===== config.mk =====
export PLATFORM = sky130hd
export DESIGN_NAME = product_accumulator
export DESIGN_NICKNAME = d
export VERILOG_FILES = /design/src/rtl/product_accumulator.sv
export SDC_FILE = /design/constraint.sdc
export NUM_CORES = 1
export LEC_CHECK = 0
export BUFFER_PORTS_ARGS = -buffer_cell sky130_fd_sc_hd__buf_2
export CORE_UTILIZATION = 25
export CTS_CLUSTER_SIZE = 40
export DETAILED_ROUTE_END_ITERATION = 8
export PLACE_DENSITY_LB_ADDON = 0.15
export SLEW_MARGIN = 20
export SYNTH_ARGS = -nofsm -noshare
export SYNTH_HDL_FRONTEND = slang
export SYNTH_SLANG_ARGS = --single-unit

===== constraint.sdc =====
create_clock -name clk -period 5.39 [get_ports clk]
set_input_delay 0.539 -clock clk [delete_from_list [all_inputs] [get_ports clk]]
set_output_delay 0.539 -clock clk [all_outputs]
set_load 0.01 [all_outputs]

===== src/rtl/product_accumulator.sv =====
// Accumulates a stream of unsigned multiplier products into one sum per vector and
// presents the sum, beat count and wrap flag on a valid/ready result port.
module product_accumulator #(
    parameter int PROD_W  = 8,
    parameter int ACC_W   = 16,
    parameter int MAX_LEN = 16,
    parameter int CNT_W   = $clog2(MAX_LEN + 1)
) (
    input  logic              clk,
    input  logic              rst,
    input  logic              in_valid,
    output logic              in_ready,
    input  logic [PROD_W-1:0] in_product,
    input  logic              in_last,
    output logic              out_valid,
    input  logic              out_ready,
    output logic [ACC_W-1:0]  out_sum,
    output logic [CNT_W-1:0]  out_count,
    output logic              out_overflow
);

    typedef enum logic {
        ACCUM = 1'b0,
        HOLD  = 1'b1
    } state_t;

    state_t           state;
    logic [ACC_W-1:0] acc;
    logic [CNT_W-1:0] count;
    logic             ovf;

    logic [ACC_W:0]   sum_ext;
    logic [CNT_W-1:0] count_next;
    logic             accept;
    logic             terminate;

    // The extra MSB of sum_ext is the carry-out of the unsigned addition.
    assign sum_ext    = {1'b0, acc} + {{(ACC_W + 1 - PROD_W){1'b0}}, in_product};
    assign count_next = count + 1'b1;
    assign accept     = in_valid && (state == ACCUM);
    assign terminate  = in_last || (count_next == CNT_W'(MAX_LEN));

    // Handshake flags decode straight from the state register, so they are glitch-free.
    assign in_ready  = (state == ACCUM);
    assign out_valid = (state == HOLD);

    // NOTE: all state updates use non-blocking assignments so every register sees
    // the pre-edge values of the others, independent of statement order.
    always_ff @(posedge clk) begin
        if (rst) begin
            state        <= ACCUM;
            acc          <= '0;
            count        <= '0;
            ovf          <= 1'b0;
            out_sum      <= '0;
            out_count    <= '0;
            out_overflow <= 1'b0;
        end else begin
            case (state)
                ACCUM: begin
                    if (accept) begin
                        acc   <= sum_ext[ACC_W-1:0];
                        count <= count_next;
                        ovf   <= ovf | sum_ext[ACC_W];
                        if (terminate) begin
                            state        <= HOLD;
                            out_sum      <= sum_ext[ACC_W-1:0];
                            out_count    <= count_next;
                            out_overflow <= ovf | sum_ext[ACC_W];
                        end
                    end
                end
                HOLD: begin
                    // Result registers keep their values after the handshake.
                    if (out_ready) begin
                        state <= ACCUM;
                        acc   <= '0;
                        count <= '0;
                        ovf   <= 1'b0;
                    end
                end
                default: state <= ACCUM;
            endcase
        end
    end

endmodule


; ---- Word level (Yosys, flattened, before mapping)
; Index checks and enable logic that the tools add are counted.
[op_classes]
addsub = 2
eq_ne = 3
muxes = 13
bitwise = 2
n_reduce_logical = 4
[ops]
columns = cell, n
row1 = $mux 16, 2
row2 = $pmux 16 s2, 1
row3 = $add 16x8->17, 1
row4 = $mux 5, 2
row5 = $pmux 5 s2, 1
row6 = $add 5x1->5 const B, 1
row7 = $eq 5x5->1 const B, 1
row8 = $mux 1, 5
row9 = $pmux 1 s2, 2
row10 = $reduce_and 3->1, 1
row11 = $ne 2x1->1 const B, 1
row12 = $ne 2x2->1 const B, 1
row13 = $reduce_and 2->1, 1
row14 = $logic_and 1x1->1, 1
row15 = $logic_or 1x1->1, 1
row16 = $not 1->1, 1
row17 = $or 1x1->1, 1
[totals]
ff_bits = 45
in_bits = 13
output_inout_bits = 24
elab_cells = 31

; ---- Logic depth before layout (Yosys ltp)
[depth]
depth_word = 6
ltp_mapped = 9
depth_no_buf = 8

; ---- Worst setup path before layout
; Ideal clock, no wire load.
[synth_path]
path_type = input to register
startpoint = in in_product[0]
endpoint = reg out_sum[10]
setup_ns = 0.134
t_arrival_ns = 2.108
required_time_ns = 5.256
slack_ns = 3.148
path_stages = 9
n_path_buf = 1
path_cell_list = ha_1 fa_1 a21oi_1 o22ai_1 o31a_1 buf_4 nand2_1 xor2_1 a211oi_1
[synth_between]
elab_chain_len = 1
[synth_lines]
columns = element, line_no
row1 = start: declaration, 13  ; input logic [PROD_W-1:0] in_product,
row2 = $add 16x8->17, 38  ; assign sum_ext = {1'b0, acc} + {{(ACC_W + 1 - PROD_W){1'b0}}, in_product};
row3 = end signal: assignment, 67  ; out_sum <= sum_ext[ACC_W-1:0];
row4 = end: declaration, 17  ; output logic [ACC_W-1:0] out_sum,
; No other way between the ends.
; A chain may end at the register's enable or synchronous reset.

; ---- Worst setup path after layout
[layout_path]
startpoint = reg count[0]
endpoint = reg out_sum[4]
[layout_between]
elab_chain_len = 4
[layout_lines]
columns = element, line_no
row1 = start: declaration, 29  ; logic [CNT_W-1:0] count;
row2 = start signal: assignment, 63  ; count <= count_next;
row3 = $add 5x1->5, 39  ; assign count_next = count + 1'b1;
row4 = $eq 5x5->1, 41  ; assign terminate = in_last || (count_next == CNT_W'(MAX_LEN));
row5 = $logic_or 1x1->1, 41
row6 = $reduce_and 3->1 (no line), n/a
; No other way between the ends.

==> metrics.cfg <==
[route]
drt_first_iter_violations=80
drc_errors=0
wl_per_cell_um=13.33
vias=1895
drtPass1Iterations=4
drt-total-wl_um=5333
ant_nets=0
routed_via_density=4.738

[final_layout]
final_common_cell=dfxtp_1
fin_cells=400
syn2layout_area_growth_pct=14.94
final_cell_mix=dfxtp_1 (45), nor2_1 (44), buf_2 (36)
finalInstanceArea_um2=2619
antenna_cells=0
layout.nets=315
layout-drive-gt1-share=0.1781

[power_and_ir_drop]
p_total_mw=0.7137
p_clk_frac=0.295
p_comb_frac=0.200
seqPwrFrac=0.506
power_leakage_nw=1.015
cellPowerDensity_nw_per_um2=272.5
p_sw_frac=0.3008
vdd_drop_max_v=0.00009029
p_switching_mw=0.2147
p_int_mw=0.4990

[timing]
worst_pin_slew_ns=0.8761
slew_headroom=0.4160
min_period_ns=2.476
setup_viol=0
fin_crit_sh=0.4594
final_hold_viol_count=0
holdWs_ns=0.4729
finalSetupTns_ns=0
drv_slew=0
max_freq_mhz=403.8
clock_skew_ns=0.01173
rsz0062_at_grt=no

[floorplan]
fp.coreArea_um2=8763
dieArea_um2=9499
start_util=0.2600
rows=34
die_x_um=97.47
ioPinCount=37
die_h_um=97.47

[placement]
hpwl_um=3582
numPortBuffers=36
dp_cells=392
dpl-instance-area_um2=2535
gp_congestion=0.7071

[setup_path]
reg2reg_slack_ns=2.91
reg2reg_depth=8
endpoint=out_sum[4]
crit_required_ns=5.53
crit_start=count[0]
crit_fanout=28
critPathCaptureType=register
r2r_start=count[0]
critical_path_arrival_ns=2.62
critPathKind=register to register
regToRegEndpoint=out_sum[4]
start_kind=register

[synthesis]
synthDominantCellAreaShare=0.3954
netlist_area_um2=2278
yosysUniqueCellTypes=44
synth_warnings=0
avgSynthCellArea_um2=8.730
yosysSeqAreaShare=0.3954
synth_seq_cells=45
synth-async-reset-ratio=0
synth_ff_type=dfxtp_1
synth_nets=285
synthTopCellsByArea=dfxtp_1 (40%), nor2_1 (7.2%), ha_1 (5.5%)
netlist_instances=261
synth_edf_count=0
synth_area_leader_cell=dfxtp_1

[clock_network]
postCtsHoldBufs=0
cts_tree=built
cts_made_buffers=5
post-cts-setup-buffer-count=0
clk_pin_slew_ns=0.08
clk_latency_ns=0.30
h-tree-depth=2
cts_root_buf=clkbuf_8
cts_resized=0
clk_path_buf_depth=2
clkSinkCount=45

[global_route]
grt_antenna_before_repair=0
grt_max_degree=47
track_usage=0.1200
overflow=0
grt_pass1_wl_um=9294
grt_pass1_vias=1869

[flow_run]
drv_cap=0

[status]
status=finished, final reports clean

[worst_hold_path]
hold_path_class=register to register

## synth_stat cells, types with 2 or more instances
master	instances
nand4_1	2
buf_4	5
o22ai_1	2
nor3b_1	3
a311oi_1	2
inv_1	4
xor2_1	6
clkbuf_1	8
o31a_1	2
dfxtp_1	45
a21o_1	2
xnor2_1	11
nor2b_1	2
nand3b_1	3
a21oi_1	23
o211ai_1	3
mux2i_1	7
o21ai_0	4
ha_1	10
a31oi_1	4
nand2_1	19
nand2b_1	4
buf_2	2
a22oi_1	7
nor3_1	3
nor2_1	44
a211oi_1	13
nand3_1	5
## metal layers
layer | share of wire | GRT usage | vias to the layer above
met1 | 0.53 | 0.1701 | 873
li1 | - | - | 986
met2 | 0.43 | 0.1829 | 34
met4 | 0.0053 | 0.03054 | 0
met3 | 0.033 | 0.02734 | 2
met5 | 0 | 0 | -
## logic make-up (layout without fill, tap and decap cells)
family          after synthesis  count (layout)  share of synthesized area
xor+xnor                     17              17                    0.06535
fa+ha+maj                    11              11                    0.06370
flops                        45              45                     0.3954
buf+inv                      20              51                    0.04228
compound gates               70              70                     0.2186
simple gates                 91              91                     0.1840
mux                           7               7                    0.03075
## how the worst min path moves through the flow
stage	end	depth (start not counted)	from	slack, ns
2_1_floorplan	acc[7]	2	acc[7]	0.45
5_1_grt	ovf	2	out_ready	0.47
4_1_cts	ovf	2	out_ready	0.46
3_3_place_gp	out_count[2]	2	out_count[2]	0.46
3_5_place_dp	acc[7]	2	acc[7]	0.47
6_report	out_count[2]	2	out_count[2]	0.47
## flip-flops by register name, summed over array words and instances, names as in the netlist
| name | count |
|---|---|
| out_valid | 1 |
| out_count | 5 |
| out_sum | 16 |
| acc | 16 |
| count | 5 |
| ovf | 1 |
| out_overflow | 1 |
## power groups by stage
stage	registers [mW]	clock network [mW]	logic [mW]
after floorplan	0.371	0	0.104
after global placement	0.369	0	0.144
after detailed placement	0.369	0	0.144
after CTS	0.361	0.224	0.145
after global routing	0.364	0.238	0.161
final	0.361	0.210	0.143
## stage by stage
step	util	setup WS (ns)
final	0.2988	2.914
after detailed placement	0.2893	2.756
after global placement	0.2893	2.792
after global routing	0.2988	2.626
after floorplan	-	3.148
after CTS	0.2988	2.854
## worst max-delay path, cell delays in order, from the launching register on
cell     delay, ns
dfxtp_1       0.45
ha_1          0.30
and2_1        0.17
nand2_1       0.12
nor3_1        0.18
o31a_1        0.42
buf_4         0.42
mux2i_1       0.22
nor2_1        0.05
## cell type report
cell class | instances | area (um2)
multi-input combinational | 196 | 1281
timing repair buffer | 39 | 202.7
clock inverter | 1 | 7.507
tap | 108 | 135.1
clock buffer | 7 | 76.32
sequential | 45 | 900.9
inverter | 4 | 15.01
fill | 959 | 6145
Power figures use the tool's default switching activity.
